[src/rtl/pps_ts_pkg.sv]
// Shared register offsets and bit positions for the PPS timestamp peripheral.
package pps_ts_pkg;

   localparam logic [7:0] REG_CTRL     = 8'h00;
   localparam logic [7:0] REG_STATUS   = 8'h04;
   localparam logic [7:0] REG_COUNTER  = 8'h08;
   localparam logic [7:0] REG_TS_DATA  = 8'h0C;
   localparam logic [7:0] REG_EDGE_CNT = 8'h10;

   localparam int CTRL_ENABLE = 0;
   localparam int CTRL_IRQ_EN = 1;
   localparam int CTRL_FLUSH  = 2;

   localparam int STAT_CNT_W = 5;
   localparam int STAT_OVF   = 8;
   localparam int STAT_EMPTY = 9;

endpackage

[src/rtl/pps_ts_fifo.sv]
// Timestamp FIFO: pointer pair with an extra wrap bit, head visible combinationally.
module pps_ts_fifo #(
   parameter  int DEPTH = 4,
   parameter  int WIDTH = 32,
   localparam int AW    = $clog2(DEPTH)
) (
   input  logic             clk,
   input  logic             reset,
   input  logic             push,
   input  logic             pop,
   input  logic             flush,
   input  logic [WIDTH-1:0] din,
   output logic [WIDTH-1:0] dout,
   output logic [AW:0]      count,
   output logic             full,
   output logic             empty
);

   localparam logic [AW:0] PTR_ONE  = (AW+1)'(1);
   localparam logic [AW:0] FULL_CNT = (AW+1)'(DEPTH);

   logic [AW:0]      wr_q, wr_d;
   logic [AW:0]      rd_q, rd_d;
   logic [WIDTH-1:0] mem_q [DEPTH];
   logic             do_push;
   logic             do_pop;

   assign count = wr_q - rd_q;
   assign empty = (wr_q == rd_q);
   assign full  = (count == FULL_CNT);
   assign dout  = mem_q[rd_q[AW-1:0]];

   // A pop frees the slot this cycle, so a push at full is still taken.
   assign do_pop  = pop && !empty;
   assign do_push = push && (!full || do_pop);

   always_comb begin
      wr_d = wr_q;
      rd_d = rd_q;
      if (flush) begin
         wr_d = '0;
         rd_d = '0;
      end else begin
         if (do_push) wr_d = wr_q + PTR_ONE;
         if (do_pop)  rd_d = rd_q + PTR_ONE;
      end
   end

   always_ff @(posedge clk) begin
      if (reset) begin
         wr_q <= '0;
         rd_q <= '0;
      end else begin
         wr_q <= wr_d;
         rd_q <= rd_d;
      end
   end

   always_ff @(posedge clk) begin
      if (do_push && !flush) mem_q[wr_q[AW-1:0]] <= din;
   end

endmodule

[src/rtl/pps_timestamp_periph.sv]
// iomem-bus PPS capture: free-running counter, PPS synchroniser/edge detect,
// timestamp FIFO, register file and level interrupt.
module pps_timestamp_periph
   import pps_ts_pkg::*;
#(
   parameter logic [31:0] BASE_ADDR   = 32'h0300_0000,
   parameter int          FIFO_DEPTH  = 4,
   parameter int          SYNC_STAGES = 2
) (
   input  logic        clk,
   input  logic        reset,
   input  logic        iomem_valid,
   output logic        iomem_ready,
   input  logic [3:0]  iomem_wstrb,
   input  logic [31:0] iomem_addr,
   input  logic [31:0] iomem_wdata,
   output logic [31:0] iomem_rdata,
   input  logic        pps_in,
   output logic        irq
);

   localparam int CW = $clog2(FIFO_DEPTH) + 1;

   logic [SYNC_STAGES-1:0] sync_q;
   logic                   pps_prev_q;
   logic                   det_q;
   logic                   pps_s;

   logic [31:0] cnt_q, cnt_d;
   logic [31:0] edge_cnt_q;
   logic        enable_q, irq_en_q, ovf_q, irq_q, ready_q;
   logic [31:0] rdata_q, rdata_d;

   logic       in_win, req, wr_req, rd_req;
   logic [7:0] off;
   logic       ctrl_wr, flush, pop, push, ovf_set, ovf_clr;

   logic [31:0] fifo_dout;
   logic [CW-1:0] fifo_count;
   logic        fifo_full, fifo_empty;

   logic unused_bus;
   assign unused_bus = ^{iomem_wdata[31:9], iomem_wdata[7:3], iomem_wstrb[3:2]};

   assign cnt_d = cnt_q + 32'd1;
   assign pps_s = sync_q[SYNC_STAGES-1];

   assign in_win = (iomem_addr[31:8] == BASE_ADDR[31:8]);
   assign req    = iomem_valid && in_win && !ready_q;
   assign wr_req = req && (iomem_wstrb != 4'b0000);
   assign rd_req = req && (iomem_wstrb == 4'b0000);
   assign off    = iomem_addr[7:0];

   assign ctrl_wr = wr_req && (off == REG_CTRL) && iomem_wstrb[0];
   assign flush   = ctrl_wr && iomem_wdata[CTRL_FLUSH];
   assign pop     = rd_req && (off == REG_TS_DATA);
   assign push    = det_q && enable_q;
   // A pop on a full FIFO makes room, so only a push without a pop is dropped.
   assign ovf_set = push && fifo_full && !pop;
   assign ovf_clr = wr_req && (off == REG_STATUS) && iomem_wstrb[1] && iomem_wdata[STAT_OVF];

   pps_ts_fifo #(
      .DEPTH (FIFO_DEPTH),
      .WIDTH (32)
   ) u_fifo (
      .clk   (clk),
      .reset (reset),
      .push  (push),
      .pop   (pop),
      .flush (flush),
      .din   (cnt_q),
      .dout  (fifo_dout),
      .count (fifo_count),
      .full  (fifo_full),
      .empty (fifo_empty)
   );

   always_comb begin
      rdata_d = '0;
      case (off)
         REG_CTRL:     rdata_d = {30'd0, irq_en_q, enable_q};
         REG_STATUS:   rdata_d = {22'd0, fifo_empty, ovf_q, 3'd0, STAT_CNT_W'(fifo_count)};
         REG_COUNTER:  rdata_d = cnt_q;
         REG_TS_DATA:  rdata_d = fifo_empty ? 32'd0 : fifo_dout;
         REG_EDGE_CNT: rdata_d = edge_cnt_q;
         default:      rdata_d = '0;
      endcase
   end

   always_ff @(posedge clk) begin
      if (reset) begin
         sync_q     <= '0;
         pps_prev_q <= 1'b0;
         det_q      <= 1'b0;
         cnt_q      <= '0;
         edge_cnt_q <= '0;
         enable_q   <= 1'b0;
         irq_en_q   <= 1'b0;
         ovf_q      <= 1'b0;
         irq_q      <= 1'b0;
         ready_q    <= 1'b0;
         rdata_q    <= '0;
      end else begin
         sync_q     <= {sync_q[SYNC_STAGES-2:0], pps_in};
         pps_prev_q <= pps_s;
         det_q      <= pps_s && !pps_prev_q;
         cnt_q      <= cnt_d;
         ready_q    <= req;
         rdata_q    <= rd_req ? rdata_d : 32'd0;
         if (ctrl_wr) begin
            enable_q <= iomem_wdata[CTRL_ENABLE];
            irq_en_q <= iomem_wdata[CTRL_IRQ_EN];
         end
         if (ovf_set)      ovf_q <= 1'b1;
         else if (ovf_clr) ovf_q <= 1'b0;
         if (det_q) edge_cnt_q <= edge_cnt_q + 32'd1;
         irq_q <= irq_en_q && (fifo_count != '0);
      end
   end

   assign iomem_ready = ready_q;
   assign iomem_rdata = rdata_q;
   assign irq         = irq_q;

endmodule
[config.mk]
export PLATFORM = sky130hd
export DESIGN_NAME = pps_timestamp_periph
export DESIGN_NICKNAME = d
export VERILOG_FILES = /design/src/rtl/pps_ts_pkg.sv /design/src/rtl/pps_ts_fifo.sv /design/src/rtl/pps_timestamp_periph.sv
export SDC_FILE = /design/constraint.sdc
export NUM_CORES = 1
export LEC_CHECK = 0
export ABC_CLOCK_PERIOD_IN_PS = 6000
export BUFFER_PORTS_ARGS = -buffer_cell sky130_fd_sc_hd__buf_2
export CAP_MARGIN = 0
export CORE_UTILIZATION = 55
export DETAILED_ROUTE_END_ITERATION = 7
export PLACE_DENSITY = 0.75
export SKIP_CTS_REPAIR_TIMING = 1
export SYNTH_ARGS = -nofsm -noshare
export SYNTH_HDL_FRONTEND = slang
export SYNTH_SLANG_ARGS = --single-unit
export TNS_END_PERCENT = 5
[constraint.sdc]
create_clock -name clk -period 6 [get_ports clk]
set_input_delay 0.6 -clock clk [delete_from_list [all_inputs] [get_ports clk]]
set_output_delay 0.6 -clock clk [all_outputs]
set_load 0.02 [all_outputs]
# [Word level (Yosys, flattened, before mapping)]
# Memories as Yosys holds them, arrays and structs flattened. A register that Yosys moved wholly into a read port is not among the register bits.
# Index checks and enable logic that the tools add are counted.
[op_classes] shifts=0 n_bitwise=1 muxes=8 n_eq_ne=7 n_reduce_logical=33 order_cmp=0 div_mod_pow=0 addsub=5 multipliers=0
[ops] operator="32-bit case mux with 5 select lines" count=1
[ops] operator="32-bit by 1-bit adder with 32-bit output, second input constant" count=2
[ops] operator="32-bit two-way mux" count=1
[ops] operator="24-bit by 18-bit equality test with 1-bit output, second input constant" count=1
[ops] operator="1-bit logical AND" count=19
[ops] operator="8-bit by 4-bit equality test with 1-bit output, second input constant" count=2
[ops] operator="8-bit by 3-bit equality test with 1-bit output, second input constant" count=1
[ops] operator="8-bit by 5-bit equality test with 1-bit output, second input constant" count=1
[ops] operator="8-bit zero test" count=1
[ops] operator="3-bit by 1-bit adder with 3-bit output, second input constant" count=2
[ops] operator="1-bit zero test" count=6
[ops] operator="4-bit zero test" count=1
[ops] operator="1-bit two-way mux" count=4
[ops] operator="2-bit two-way mux" count=2
[ops] operator="4-bit nonzero test" count=1
[ops] operator="2-bit OR reduction" count=2
[ops] operator="3-bit equality test" count=1
[ops] operator="3-bit equality test, second input constant" count=1
[ops] operator="3-bit nonzero test" count=1
[ops] operator="3-bit subtractor" count=1
[ops] operator="2-bit nonzero test" count=1
[ops] operator="1-bit logical OR" count=1
[ops] operator="1-bit NOT" count=1
[word_totals] mem_count=1 word_cells=68 rom_bits=0 ff_bits=111 latch_bits=0 mem_bits_rw=128
[memory_table] memory="u_fifo.mem_q" words=4 width=32 rd=1 rd_ports_with_merged_regs=1 wr=1 line_no="pps_ts_fifo.sv:24" text="logic [WIDTH-1:0] mem_q [DEPTH];"

# [Logic depth before layout (Yosys ltp)]
[logic_depth] ltp_word=11 ltp_mapped=9 ltp_nobuf=8

# [Cells and area by module]
# From an unflattened synthesis, not the netlist that was laid out.
[unflattened] cells_unflattened=827 area_unflattened_um2=10191.0
[by_module_without_submodules] module="pps_ts_fifo" seq_area_each_um2=4003.8 cells_per_inst=222 instances=1 area_per_inst_um2=5138.7
[by_module_without_submodules] module="pps_timestamp_periph" seq_area_each_um2=2102.0 cells_per_inst=605 instances=1 area_per_inst_um2=5052.3

# [Worst setup path before layout]
# No wires, ideal clock.
[synth_path] path_kind="input port to flip-flop" startpoint="input port iomem_addr[26]" endpoint="memory u_fifo.mem_q[3][0] (enable)" setup_ns=0.392 arrival_time_ns=2.877 cell_stages=5 slack_ns=2.731 path_cell_list="nor4b_1 > nand4_1 > or4_1 > a211oi_1 > and2_1"
[synth_between] elab_chain_len=11
[synth_rtl] element="start: declaration" line_no="pps_timestamp_periph.sv:15" text="input logic [31:0] iomem_addr,"
[synth_rtl] element="24-bit by 18-bit equality test with 1-bit output *" line_no="pps_timestamp_periph.sv:48" text="assign in_win = (iomem_addr[31:8] == BASE_ADDR[31:8]);"
[synth_rtl] element="1-bit logical AND * (2 in series)" line_no="pps_timestamp_periph.sv:49" text="assign req = iomem_valid && in_win && !ready_q;"
[synth_rtl] element="1-bit logical AND (on tied branches)" line_no="pps_timestamp_periph.sv:51, pps_timestamp_periph.sv:50"
[synth_rtl] element="1-bit logical AND (on tied branches)" line_no="pps_timestamp_periph.sv:56, pps_timestamp_periph.sv:54"
[synth_rtl] element="1-bit logical AND (on tied branches)" line_no="pps_ts_fifo.sv:34, pps_timestamp_periph.sv:54"
[synth_rtl] element="1-bit logical OR / 1-bit logical AND (equally long branches)" line_no="pps_ts_fifo.sv:35, pps_timestamp_periph.sv:55"
[synth_rtl] element="1-bit logical AND / 1-bit zero test (equally long branches)" line_no="pps_ts_fifo.sv:35, pps_ts_fifo.sv:60"
[synth_rtl] element="1-bit logical AND *" line_no="pps_ts_fifo.sv:60" text="if (do_push && !flush) mem_q[wr_q[AW-1:0]] <= din;"
[synth_rtl] element="1-bit two-way mux *" line_no="pps_ts_fifo.sv:60"
[synth_rtl] element="1-bit two-way mux (not written as such) *" line_no="pps_ts_fifo.sv:60"
[synth_rtl] element="end: declaration" line_no="pps_ts_fifo.sv:24"
# Every way passes the cells marked *; elsewhere a longest branch is shown, timed or not.

# [Worst setup path after layout]
[layout_path] startpoint="register u_fifo.wr_q[0]" endpoint="memory u_fifo.mem_q[0][28] (enable)"
[layout_between] elab_chain_len=8
[layout_rtl] element="start: declaration" line_no="pps_ts_fifo.sv:22" text="logic [AW:0] wr_q, wr_d;"
[layout_rtl] element="start signal: assignment" line_no="pps_ts_fifo.sv:54" text="wr_q <= wr_d;"
[layout_rtl] element="3-bit subtractor / 3-bit equality test (equally long branches)" line_no="pps_ts_fifo.sv:28, pps_ts_fifo.sv:29"
[layout_rtl] element="3-bit equality test / 1-bit zero test (equally long branches)" line_no="pps_ts_fifo.sv:30, pps_ts_fifo.sv:34"
[layout_rtl] element="1-bit zero test / 1-bit logical AND (equally long branches)" line_no="pps_ts_fifo.sv:35, pps_ts_fifo.sv:34"
[layout_rtl] element="1-bit logical OR" line_no="pps_ts_fifo.sv:35" text="assign do_push = push && (!full || do_pop);"
[layout_rtl] element="1-bit logical AND" line_no="pps_ts_fifo.sv:35"
[layout_rtl] element="1-bit logical AND" line_no="pps_ts_fifo.sv:60"
[layout_rtl] element="1-bit two-way mux" line_no="pps_ts_fifo.sv:60"
[layout_rtl] element="1-bit two-way mux (not written as such)" line_no="pps_ts_fifo.sv:60"
# Parallel ways exist; a longest one is shown, timed or not.

==> impl_metrics.tcl <==
set metrics [dict create \
    cts_tree "yes" \
    antenna_found_initial 0 \
    fin_crit_sh 0.539 \
    max_stage_delay_ns 0.56 \
    fin_ws_ns 2.77 \
    end_kind "flip-flop" \
    cts_buffers 25 \
    hold_path_end "sync_q[0]" \
    antennaDiodeCount 0 \
    period_minus_slack_ns 3.23 \
    r2r-end "u_fifo.mem_q[0][28]" \
    drtIter0Drc 450 \
    gr-total-overflow 0 \
    synth_edf_count 128 \
    final_util 0.644 \
    rsz0062_at_grt "false" \
    p_leak_uw 0.00384 \
    cp-start-kind "flip-flop" \
    drtAntennaViolNets 0 \
    worst_slew_pin_slew_ns 1.25 \
    cts_max_level 1 \
    fin_nets 898 \
    setup_violations 0 \
    syn-num-nets 823 \
    die_w_microns 135 \
    tns_ns 0 \
    cts_root_buf "clkbuf_16" \
    core_area_sq_um 17200 \
    num_vias 6430 \
    cts_num_sinks 241 \
    n_fill_cell 1242 \
    rows 48 \
    ys_ff_latch 241 \
    clk_path_buf_depth 3 \
    crit_type "reg2reg" \
    holdWs_ns 0.328 \
    cp.arrival_ns 3.38 \
    min_path_cells 2 \
    fin_skew_ns 0.0193 \
    drv_cap 0 \
    crit_chain "inv_1 > ha_1 > and3_1 > or4_1 > a211oi_1 > and2_1 > buf_4" \
    r2r_setup_slack_ns 2.77 \
    cp_slowest_cell "or4_1" \
    syn_inst 741 \
    die_area_sq_um 18200 \
    viasPerCell 6.07 \
    routed_wirelength_microns 20800 \
    die_y_microns 135 \
    cp_max_fo 32 \
    avgSynthCellArea_sq_um 13.1 \
    rr_worst_depth 7 \
    pre_cts_slack_ns 2.40 \
    clock_latency_ns 0.52 \
    slew_headroom 0.166 \
    wl_per_cell_microns 19.6 \
    clk_pin_slew_ns 0.06 \
    hold_viol 0 \
    power.density_nw_per_um2 294 \
    grt_pass1_wl_microns 32400 \
    syn_area_sq_um 9690 \
    grtUsageTotal 0.231 \
    hold_start "pps_in" \
    place_hpwl_microns 12300 \
    fmax_ghz 0.309 \
    drc_errors 0 \
    drv_slew 0 \
    synth_warnings 0 \
    vdd_drop_max_v 0.000274 \
    ys_types 48 \
    port_buffers 77 \
    synth_ff_type "edfxtp_1" \
    area_growth_pct 14.5 \
    holdCritPathClass "in2reg" \
    first_pass_iters 5 \
    first_global_vias 6159 \
    r2r-start "u_fifo.wr_q[0]" \
    status "finished, final reports clean" \
    pin_count 106 \
    grt_max_degree 91 \
    drive_above_1_share 0.216 \
    place_congestion 0.844 \
    required_ns 6.14 \
    async_flop_share 0 \
    initial_core_util 0.562 \
    yosysSeqAreaShare 0.630 \
]
[routing by layer]
layer	global-route usage	share of wire
met5	0	0
met4	0.0599	0.018
met3	0.0394	0.073
met2	0.399	0.49
met1	0.304	0.41
[final cells by class]
cell class | count | area (sq um) | share of cell area
Sequential cell | 241 | 6110 | 0.550
Multi-Input combinational cell | 449 | 3400 | 0.306
Clock buffer | 33 | 676 | 0.0608
Timing Repair Buffer | 88 | 468 | 0.0421
Tap cell | 225 | 282 | 0.0254
Clock inverter | 13 | 128 | 0.0115
Inverter | 11 | 41.3 | 0.00372
[worst max-delay path: cells and delay by family, from the launching register on]
kind            cells  cell delay, ns
compound gates      1            0.49
flops               1            0.40
buf+inv             2            0.61
simple gates        3            0.99
fa+ha+maj           1            0.36
[kinds of logic (layout without fill, tap and decap cells)]
| family | count (synthesis) | in the layout | synth area share |
|---|---|---|---|
| compound gates | 83 | 83 | 0.0617 |
| xor+xnor | 41 | 41 | 0.0385 |
| fa+ha+maj | 10 | 10 | 0.0137 |
| buf+inv | 51 | 145 | 0.0217 |
| flops | 241 | 241 | 0.630 |
| mux | 41 | 41 | 0.0844 |
| simple gates | 274 | 274 | 0.150 |
[registers in the layout, summed over array words and instances (netlist names), named ones only]
| signal | cells |
|---|---|
| cnt_q | 32 |
| det_q | 1 |
| edge_cnt_q | 32 |
| enable_q | 1 |
| iomem_rdata | 32 |
| iomem_ready | 1 |
| irq | 1 |
| irq_en_q | 1 |
| ovf_q | 1 |
| pps_prev_q | 1 |
| sync_q | 2 |
| u_fifo.mem_q | 128 |
| u_fifo.rd_q | 3 |
| u_fifo.wr_q | 3 |
[cells in the final DEF (no fill, tap or decap), types with 3 or more instances in the layout]
master     count
xor2_1        29
o211ai_1       7
clkinv_2       6
mux2_2         6
nand2_1       29
or3_1         10
mux2i_1        3
inv_1         11
buf_2         77
and3_1        16
and4_1         8
nor3_1         4
buf_4         11
dfxtp_1      112
nor2b_1       16
or2_2          8
a222oi_1      28
a21oi_1       23
nor2_1        87
nor4_1         8
nand3b_1       8
xnor2_1       11
nand4_1       21
clkbuf_1       6
edfxtp_1     128
nand3_1       35
or4_1          5
o21ai_0       16
and2_1         7
mux4_2        32
clkbuf_16     25
ha_1           9
a22oi_1        4
[cells in the mapped netlist (8+ instances only)]
master / number / area share
a222oi_1: 28 / 0.029
dfxtp_1: 113 / 0.23
ha_1: 9 / 0.012
nand2_1: 29 / 0.011
xor2_1: 29 / 0.026
nand4_1: 21 / 0.014
nand3_1: 35 / 0.018
or3_1: 10 / 0.0065
clkbuf_1: 32 / 0.012
or2_2: 8 / 0.0052
nor2b_1: 16 / 0.010
xnor2_1: 11 / 0.0099
nor2_1: 88 / 0.034
inv_1: 11 / 0.0043
edfxtp_1: 128 / 0.40
nand3b_1: 8 / 0.0062
nor4_1: 8 / 0.0052
mux4_2: 32 / 0.074
a21oi_1: 23 / 0.012
o21ai_0: 16 / 0.0083
and4_1: 8 / 0.0072
and3_1: 16 / 0.010
[metrics by stage]
stage | instances | power [uW] | cell area, sq um
CTS | 1060 | 3290 | 11100
finish | 1060 | 3260 | 11100
detailed placement | 1014 | 1800 | 10300
floorplan | 741 | 1780 | 9690
global placement | 1014 | 1800 | 10300
global route | 1060 | 3360 | 11100
[power breakdown]
part | internal [uW] | switching (uW)
sequential | 1720 | 6.25
clock | 882 | 610
combinational | 17.9 | 21.7
total | 2620 | 638
[how the worst max path moves through the flow]
| stage | start | endpoint | slack (ns) |
|---|---|---|---|
| 2_1_floorplan | iomem_addr[26] | u_fifo.mem_q[3][0] | 2.73 |
| 3_3_place_gp | iomem_addr[1] | u_fifo.mem_q[2][19] | 2.54 |
| 3_5_place_dp | iomem_addr[1] | u_fifo.mem_q[3][19] | 2.40 |
| 4_1_cts | u_fifo.wr_q[0] | u_fifo.mem_q[0][28] | 2.82 |
| 5_1_grt | u_fifo.wr_q[0] | u_fifo.mem_q[1][26] | 2.64 |
| 6_report | u_fifo.wr_q[0] | u_fifo.mem_q[0][28] | 2.77 |
Power figures use the tool's default switching activity.
